<file path="src/rtl/enigma_pkg.sv">
// Shared constants and types for the keypress sequencer in front of the three-rotor chain.
package enigma_pkg;

  localparam int unsigned LETTERS = 26;
  localparam int unsigned CODE_W  = 5;

  localparam logic [CODE_W-1:0] LETTER_A = 5'd0,  LETTER_B = 5'd1,  LETTER_C = 5'd2;
  localparam logic [CODE_W-1:0] LETTER_D = 5'd3,  LETTER_E = 5'd4,  LETTER_F = 5'd5;
  localparam logic [CODE_W-1:0] LETTER_G = 5'd6,  LETTER_H = 5'd7,  LETTER_I = 5'd8;
  localparam logic [CODE_W-1:0] LETTER_J = 5'd9,  LETTER_K = 5'd10, LETTER_L = 5'd11;
  localparam logic [CODE_W-1:0] LETTER_M = 5'd12, LETTER_N = 5'd13, LETTER_O = 5'd14;
  localparam logic [CODE_W-1:0] LETTER_P = 5'd15, LETTER_Q = 5'd16, LETTER_R = 5'd17;
  localparam logic [CODE_W-1:0] LETTER_S = 5'd18, LETTER_T = 5'd19, LETTER_U = 5'd20;
  localparam logic [CODE_W-1:0] LETTER_V = 5'd21, LETTER_W = 5'd22, LETTER_X = 5'd23;
  localparam logic [CODE_W-1:0] LETTER_Y = 5'd24, LETTER_Z = 5'd25;

  localparam logic [CODE_W-1:0] ERR_CODE = 5'd31;

  typedef logic [2:0] state_t;
  localparam state_t IDLE    = 3'd0;
  localparam state_t STEP    = 3'd1;
  localparam state_t SETTLE  = 3'd2;
  localparam state_t DRIVE   = 3'd3;
  localparam state_t CAPTURE = 3'd4;

  // Which rotors receive a step pulse for the current keypress.
  typedef struct packed {
    logic l;
    logic m;
    logic r;
  } step_mask_t;

endpackage

</file>
<file path="src/rtl/onehot26_encode.sv">
// Combinational one-hot to binary encoder for a 26-letter bus; valid_c means exactly one bit set.
module onehot26_encode
  import enigma_pkg::*;
(
  input  logic [LETTERS-1:0] vec,
  output logic [CODE_W-1:0]  code_c,
  output logic               valid_c
);

  always_comb begin
    code_c  = '0;
    valid_c = ($countones(vec) == 1);
    for (int i = 0; i < int'(LETTERS); i++) begin
      if (vec[i]) code_c = code_c | CODE_W'(i);
    end
  end

endmodule

</file>
<file path="src/rtl/rotor_stepper.sv">
// Per-keypress sequencer: steps the rotors (with double-step), waits for them to settle,
// drives the letter into the chain and encodes what comes back.
module rotor_stepper
  import enigma_pkg::*;
#(
  parameter int unsigned PULSE_W    = 2,
  parameter int unsigned SETTLE_CYC = 2,
  parameter int unsigned PROP_CYC   = 1
) (
  input  logic               clk,
  input  logic               resetn,
  input  logic               key_valid,
  input  logic [CODE_W-1:0]  key_code,
  output logic               key_ready,
  input  logic               notch_l,
  input  logic               notch_m,
  input  logic               notch_r,
  output logic               rotate_l,
  output logic               rotate_m,
  output logic               rotate_r,
  output logic [LETTERS-1:0] chain_in,
  input  logic [LETTERS-1:0] chain_out,
  output logic               result_valid,
  output logic [CODE_W-1:0]  result_code,
  output logic               err_bad_key,
  output logic               err_chain,
  output logic [15:0]        key_count
);

  localparam int unsigned CNT_W   = 4;
  localparam int unsigned COUNT_W = 16;

  state_t             state_q, state_d;
  logic [CNT_W-1:0]   cnt_q, cnt_d;
  logic [CODE_W-1:0]  code_q, code_d;
  step_mask_t         mask_q, mask_d;
  logic               accept, bad_key;

  step_mask_t         rotate_d;
  logic               key_ready_d, result_valid_d, err_bad_key_d, err_chain_d, capture;
  logic [LETTERS-1:0] chain_in_d;
  logic [CODE_W-1:0]  result_code_d;
  logic [COUNT_W-1:0] key_count_d;

  logic [CODE_W-1:0]  enc_code_c;
  logic               enc_valid_c;

  // The left rotor has nothing further left to carry into, so its notch never matters.
  logic unused_notch_l;
  assign unused_notch_l = notch_l;

  onehot26_encode u_encode (
    .vec     (chain_out),
    .code_c  (enc_code_c),
    .valid_c (enc_valid_c)
  );

  // State register and registered outputs; reset drops rotate/chain_in without an edge.
  always_ff @(posedge clk or negedge resetn) begin
    if (!resetn) begin
      state_q      <= IDLE;
      cnt_q        <= '0;
      code_q       <= '0;
      mask_q       <= '0;
      key_ready    <= 1'b1;
      rotate_l     <= 1'b0;
      rotate_m     <= 1'b0;
      rotate_r     <= 1'b0;
      chain_in     <= '0;
      result_valid <= 1'b0;
      result_code  <= '0;
      err_bad_key  <= 1'b0;
      err_chain    <= 1'b0;
      key_count    <= '0;
    end else begin
      state_q      <= state_d;
      cnt_q        <= cnt_d;
      code_q       <= code_d;
      mask_q       <= mask_d;
      key_ready    <= key_ready_d;
      rotate_l     <= rotate_d.l;
      rotate_m     <= rotate_d.m;
      rotate_r     <= rotate_d.r;
      chain_in     <= chain_in_d;
      result_valid <= result_valid_d;
      result_code  <= result_code_d;
      err_bad_key  <= err_bad_key_d;
      err_chain    <= err_chain_d;
      key_count    <= key_count_d;
    end
  end

  // Next state, shared down-counter and per-letter latches (code, step mask).
  always_comb begin
    state_d = state_q;
    cnt_d   = cnt_q;
    code_d  = code_q;
    mask_d  = mask_q;
    accept  = 1'b0;
    bad_key = 1'b0;
    case (state_q)
      IDLE: begin
        if (key_valid) begin
          if (key_code < CODE_W'(LETTERS)) begin
            accept  = 1'b1;
            code_d  = key_code;
            // Middle steps on right carry or its own notch (double-step); left follows middle notch.
            mask_d  = '{l: notch_m, m: notch_r | notch_m, r: 1'b1};
            state_d = STEP;
            cnt_d   = CNT_W'(PULSE_W - 1);
          end else begin
            bad_key = 1'b1;
          end
        end
      end
      STEP: begin
        if (cnt_q == '0) begin
          state_d = SETTLE;
          cnt_d   = CNT_W'(SETTLE_CYC - 1);
        end else begin
          cnt_d = cnt_q - CNT_W'(1);
        end
      end
      SETTLE: begin
        if (cnt_q == '0) begin
          state_d = DRIVE;
          cnt_d   = CNT_W'(PROP_CYC - 1);
        end else begin
          cnt_d = cnt_q - CNT_W'(1);
        end
      end
      DRIVE: begin
        if (cnt_q == '0) begin
          state_d = CAPTURE;
        end else begin
          cnt_d = cnt_q - CNT_W'(1);
        end
      end
      CAPTURE: state_d = IDLE;
      default: state_d = IDLE;
    endcase
  end

  // Next values of the registered outputs, keyed off the state being entered.
  always_comb begin
    key_ready_d    = (state_d == IDLE);
    rotate_d       = '0;
    chain_in_d     = '0;
    capture        = (state_q == DRIVE) && (state_d == CAPTURE);
    result_valid_d = capture;
    result_code_d  = result_code;
    err_chain_d    = 1'b0;
    err_bad_key_d  = bad_key;
    key_count_d    = key_count + COUNT_W'(accept);
    if (state_d == STEP) rotate_d = mask_d;
    if ((state_d == DRIVE) || (state_d == CAPTURE)) chain_in_d = LETTERS'(1) << code_d;
    if (capture) begin
      result_code_d = enc_valid_c ? enc_code_c : ERR_CODE;
      err_chain_d   = ~enc_valid_c;
    end
  end

endmodule
</file>
<file path="config.mk">
export PLATFORM = sky130hd
export DESIGN_NAME = rotor_stepper
export DESIGN_NICKNAME = d
export VERILOG_FILES = /design/src/rtl/enigma_pkg.sv /design/src/rtl/onehot26_encode.sv /design/src/rtl/rotor_stepper.sv
export SDC_FILE = /design/constraint.sdc
export NUM_CORES = 1
export LEC_CHECK = 0
export BUFFER_PORTS_ARGS = -buffer_cell sky130_fd_sc_hd__buf_2
export CAP_MARGIN = 20
export CELL_PAD_IN_SITES_DETAIL_PLACEMENT = 0
export CELL_PAD_IN_SITES_GLOBAL_PLACEMENT = 1
export CORE_AREA = 3 3 97 99
export DETAILED_ROUTE_END_ITERATION = 16
export DIE_AREA = 0 0 100 102
export PLACE_DENSITY = 0.91
export SLEW_MARGIN = 20
export SYNTH_ARGS = -nofsm -noshare
export SYNTH_HDL_FRONTEND = slang
export SYNTH_SLANG_ARGS = --single-unit
</file>
<file path="constraint.sdc">
create_clock -name clk -period 7.25 [get_ports clk]
set_input_delay 1.0875 -clock clk [delete_from_list [all_inputs] [get_ports clk]]
set_output_delay 1.0875 -clock clk [all_outputs]
set_load 0.1 [all_outputs]
</file>
Word level (Yosys, flattened, before mapping)
Index checks and enable logic that the tools add are counted.

Input bits: 37. Word-level logic and storage cells: 141. Output and inout bits: 54. Bits in registers: 69.

$add $sub $neg: 27. Shift operators: 1. Reduce and logical (&&, ||, !) cells: 7. Magnitude comparators: 1. Equality and inequality tests: 10. Bitwise gates (word level): 2. Mux-type cells: 77.

Operators by type and width (count): adder 32 bit (12); two-way mux 5 bit (17); two-way mux 4 bit (19); two-way mux 3 bit (22); equality test 32 x 2 -> 1 bit, second input constant (1); adder 1 x 1 -> 2 bit (13); two-way mux 26 bit (1); << shifter 1 x 5 -> 26 bit, first input constant (1); adder 16 x 1 -> 16 bit (1); one-hot mux 4 bit (4 select lines) (1); two-way mux 1 bit (14); one-hot mux 3 bit (4 select lines) (1); equality test 3 x 2 -> 1 bit, second input constant (3); equality test 3 x 1 -> 1 bit, second input constant (2); zero test 3 bit (2); != test 2 bit, second input constant (3); less-than comparator 5 bit, second input constant (1); zero test 4 bit (1); two-way mux 2 bit (2); AND reduction 4 bit (1); nonzero test 4 bit (1); subtractor 4 x 1 -> 4 bit, second input constant (1); equality test 3 bit, second input constant (1); logical AND 1 bit (1); other kinds (3) (3).

Logic depth before layout (Yosys ltp)
Word-level depth: 26. Gate-level depth with buffers: 16. Gate-level depth less buffers: 16.

By module
From an unflattened synthesis, not the netlist that was laid out.

Cells, all modules: 366. Area total of the unflattened synthesis: 3911.3 um^2.

Modules (own cells, without submodules): rotor_stepper (seq. area each 1727.9 um^2, area each 2934.1 um^2, cells an instance 256, times used 1); onehot26_encode (seq. area each 0.0 um^2, area each 977.2 um^2, cells an instance 110, times used 1).

Worst setup path after synthesis
OpenSTA, ideal clock, no wires.

Path kind: input to register. Start: in chain_out[2]. End: reg result_code[2]. Data arrival time: 5173 ps. Stages: 14. Setup time: 139 ps. Setup slack: 1938 ps. Required time: 7111 ps. Buffers on the path: 0. Cells stage by stage: inv_1 -> ha_1 -> inv_1 -> fa_1 -> fa_1 -> inv_1 -> fa_1 -> fa_1 -> fa_1 -> fa_1 -> nor4bb_1 -> nand3_1 -> nor4_1 -> a31oi_1.

Word-level cells in the longest chain between the ends: 7.

RTL lines: from (decl) (line rotor_stepper.sv:22) `input logic [LETTERS-1:0] chain_out,`; adder 1 x 1 -> 2 bit (implied by the code) (line onehot26_encode.sv:12) `valid_c = ($countones(vec) == 1);`; adder 32 bit (implied by the code) (4 in a row) (line onehot26_encode.sv:12); equality test 32 x 2 -> 1 bit (line onehot26_encode.sv:12); two-way mux 5 bit (line rotor_stepper.sv:158) `result_code_d = enc_valid_c ? enc_code_c : ERR_CODE;`; to (signal assigned) (line rotor_stepper.sv:86) `result_code <= result_code_d;`; to (decl) (line rotor_stepper.sv:24) `output logic [CODE_W-1:0] result_code,`.

Every way passes these cells. A chain may end at the register's enable or synchronous reset.

Worst setup path after layout
Start: in chain_out[3]. End: reg result_code[4].

Same word-level chain as after synthesis.

==> results.sh <==
export IMPL_status="finished clean"
export IMPL_syn_nets=442
export IMPL_combPwrFrac_pct=49.2
export IMPL_max_slew_margin_pct=44.4
export IMPL_grt_use_met1_pct=21.6
export IMPL_place_area_sq_mm=0.00437
export IMPL_fp_dieH_um=102
export IMPL_antenna_found_initial=0
export IMPL_hold_depth=1
export IMPL_reg2reg_slack_ns=4.19
export IMPL_core_area_sq_mm=0.00864
export IMPL_fp_dieArea_sq_mm=0.0102
export IMPL_rows=34
export IMPL_swShare_pct=47.4
export IMPL_drc=0
export IMPL_switchingPower_w=0.000783
export IMPL_first_global_vias=2928
export IMPL_grtUsageMet3_pct=4.10
export IMPL_areaGrowthSynthToFinish_pct=19.7
export IMPL_end_kind="flip-flop"
export IMPL_postCtsSetupBuffers=0
export IMPL_yosysMostFrequentCell="dfrtp_1"
export IMPL_tightestPinTransition_ns=0.835
export IMPL_synth_edff_count=0
export IMPL_hold_viol=0
export IMPL_start_util_pct=44.2
export IMPL_hp_class="reg2reg"
export IMPL_ctsResizeCount=0
export IMPL_clockPowerShare_pct=18.7
export IMPL_vias=2877
export IMPL_numPortBuffers=89
export IMPL_final_min_clock_period_ns=5.40
export IMPL_final_nets=536
export IMPL_grt_pass1_wl_um=13400
export IMPL_intPower_w=0.000869
export IMPL_cts_sinks=69
export IMPL_drt_wl_total_um=7920
export IMPL_wire_per_inst_um=14.0
export IMPL_met2_usage_pct=26.9
export IMPL_post_dp_hpwl_um=6200
export IMPL_numCtsBuffers=9
export IMPL_dpl_worst_slack_ns=1.49
export IMPL_diodes=0
export IMPL_ir_worst_vdd_mv=0.138
export IMPL_synth_area_top_cells="dfrtp_1 (45%), fa_1 (10%), ha_1 (9.2%), inv_1 (4.8%), nor2_1 (4.0%)"
export IMPL_setup_slack_ns=1.85
export IMPL_p_per_area_mw_per_mm2=361
export IMPL_synth_seq_cells=69
export IMPL_async_flop_share_pct=100
export IMPL_ctsHoldBuffers=0
export IMPL_grt_busiest_layer="met2"
export IMPL_synthFlopType="dfrtp_1"
export IMPL_p_leak_nw=2.40
export IMPL_min_to="key_count[15]"
export IMPL_reg2reg_to="key_count[15]"
export IMPL_htreeDepth=3
export IMPL_max_cap_violations=0
export IMPL_slew_viol_final=0
export IMPL_via_per_inst=5.10
export IMPL_grt_total_usage_pct=16.5
export IMPL_postRouteAntennaNets=0
export IMPL_startpoint_type="input port"
export IMPL_gp_congestion=0.855
export IMPL_arrival_ns=5.59
export IMPL_syn_inst=357
export IMPL_clock_latency_ns=0.34
export IMPL_ys_warn_count=0
export IMPL_yosys_area_top_type_share_pct=44.6
export IMPL_fmaxAchievable_mhz=185
export IMPL_grt_max_degree=70
export IMPL_rr_worst_depth=8
export IMPL_clkTransAtPathRegs_ns=0.07
export IMPL_finalCritPeriodShare_pct=74.4
export IMPL_grt_overflow_total=0
export IMPL_first_pass_iters=4
export IMPL_dr_first_iter_drc_count=120
export IMPL_seqPwrFrac_pct=32.1
export IMPL_fin_setup_tns_ns=0
export IMPL_report_final_setup_viol=0
export IMPL_stdcell_area_sq_mm=0.00457
export IMPL_required_ns=7.45
export IMPL_instances_no_fill=564
export IMPL_cts_buffer_depth=2
export IMPL_rsz0062_at_grt="no"
export IMPL_finClkSkew_ns=0.00818
export IMPL_cts_tree="done"
export IMPL_r2r_start="state_q[1]"
export IMPL_synth_area_per_cell_sq_um=10.7
export IMPL_synthesis_area_sq_mm=0.00382
export IMPL_chipWidth_um=100
export IMPL_drive_gt1_share_pct=26.3
export IMPL_io_pin_count=91
export IMPL_min_from="key_count[15]"
export IMPL_ys_types=53
export IMPL_worstSetupPathType="in2reg"
export IMPL_yosysTopAreaCell="dfrtp_1"
export IMPL_dp_cells=548
export IMPL_cp_max_fo=3
export IMPL_clockRootBuffer="clkbuf_8"
export IMPL_ys_seq_area_share_pct=45.2
export IMPL_synthTopCellsByCount="dfrtp_1 (68), inv_1 (49), nor2_1 (41), ha_1 (28), nand2_1 (22)"
-- cell type report --
cell class	count	area, sq um
Clock buffer	10	138
Clock inverter	6	62.6
Fill cell	809	4070
Inverter	49	184
Multi-Input combinational cell	232	1870
Sequential cell	69	1730
Tap cell	108	135
Timing Repair Buffer	90	453
-- metal layers --
metal  vias to the layer above  wire length [um]
met5                         -                 0
met4                         0               106
met3                        12               552
met2                        91              3900
met1                      1379              3360
li1                       1395                 -
-- critical path, stage by stage --
cell and delay (ns):
buf_2 0.10, inv_1 0.04, ha_1 0.26, inv_1 0.05, fa_1 0.48, fa_1 0.56
inv_1 0.06, fa_1 0.53, fa_1 0.45, fa_1 0.50, fa_1 0.53, nor4bb_1 0.29
nand3_1 0.20, nor4_1 0.31, a31oi_1 0.15
-- placed cells by master (no fill, tap or decap), types with 7 or more instances in the layout --
cell type  instances
a21oi_1            9
nor3_1            14
nor2_1            41
xor2_1             7
nor4_1             9
fa_1              20
clkbuf_8          10
ha_1              28
nand2_1           22
xnor2_1            9
nand3_1           10
nand4_1           10
inv_1             49
dfrtp_1           68
buf_2             89
-- state kept, by name (all words and copies together) (netlist names) --
| name | flops |
|---|---|
| chain_in | 26 |
| key_count | 16 |
| code_q | 5 |
| result_code | 5 |
| cnt_q | 4 |
| mask_q | 3 |
| state_q | 3 |
| err_bad_key | 1 |
| err_chain | 1 |
| key_ready | 1 |
| result_valid | 1 |
| rotate_l | 1 |
| rotate_m | 1 |
| rotate_r | 1 |
-- power groups by stage --
stage          Sequential (W)  Clock, W  Combinational [W]
6_report             0.000530  0.000309           0.000813
5_1_grt              0.000543  0.000332           0.000914
4_1_cts              0.000530  0.000318           0.000823
3_5_place_dp         0.000537         0           0.000819
3_3_place_gp         0.000534         0           0.000790
2_1_floorplan        0.000734         0           0.000433
-- worst max path at each step --
stage	depth (start not counted)	to	start	slack (ns)
floorplan	14	result_code[2]	chain_out[2]	1.94
global placement	15	result_code[2]	chain_out[3]	1.54
detailed placement	15	result_code[4]	chain_out[3]	1.49
CTS	15	result_code[4]	chain_out[3]	1.84
global route	15	result_code[4]	chain_out[3]	1.52
finish	15	result_code[4]	chain_out[3]	1.85
-- metrics by stage --
step | power (W) | hold slack, ns | util, %
4_1_cts | 0.00167 | 0.472 | 52.9
5_1_grt | 0.00179 | 0.486 | 52.9
2_1_floorplan | 0.00117 | 0.435 | -
3_3_place_gp | 0.00132 | 0.451 | 50.6
3_5_place_dp | 0.00136 | 0.454 | 50.6
6_report | 0.00165 | 0.464 | 52.9
-- cell families (layout without fill, tap and decap cells) --
| kind of cell | count (synthesis) | after routing | synth area share, % |
|---|---|---|---|
| AOI/OAI and AO/OA | 40 | 40 | 7.80 |
| xor gates and xnor gates | 16 | 16 | 3.67 |
| adders and majority gates | 48 | 48 | 19.7 |
| buffers and inverters | 56 | 155 | 5.80 |
| DFF | 69 | 69 | 45.2 |
| and+or+nand+nor | 128 | 128 | 17.8 |
(Power assumes the default switching activity.)
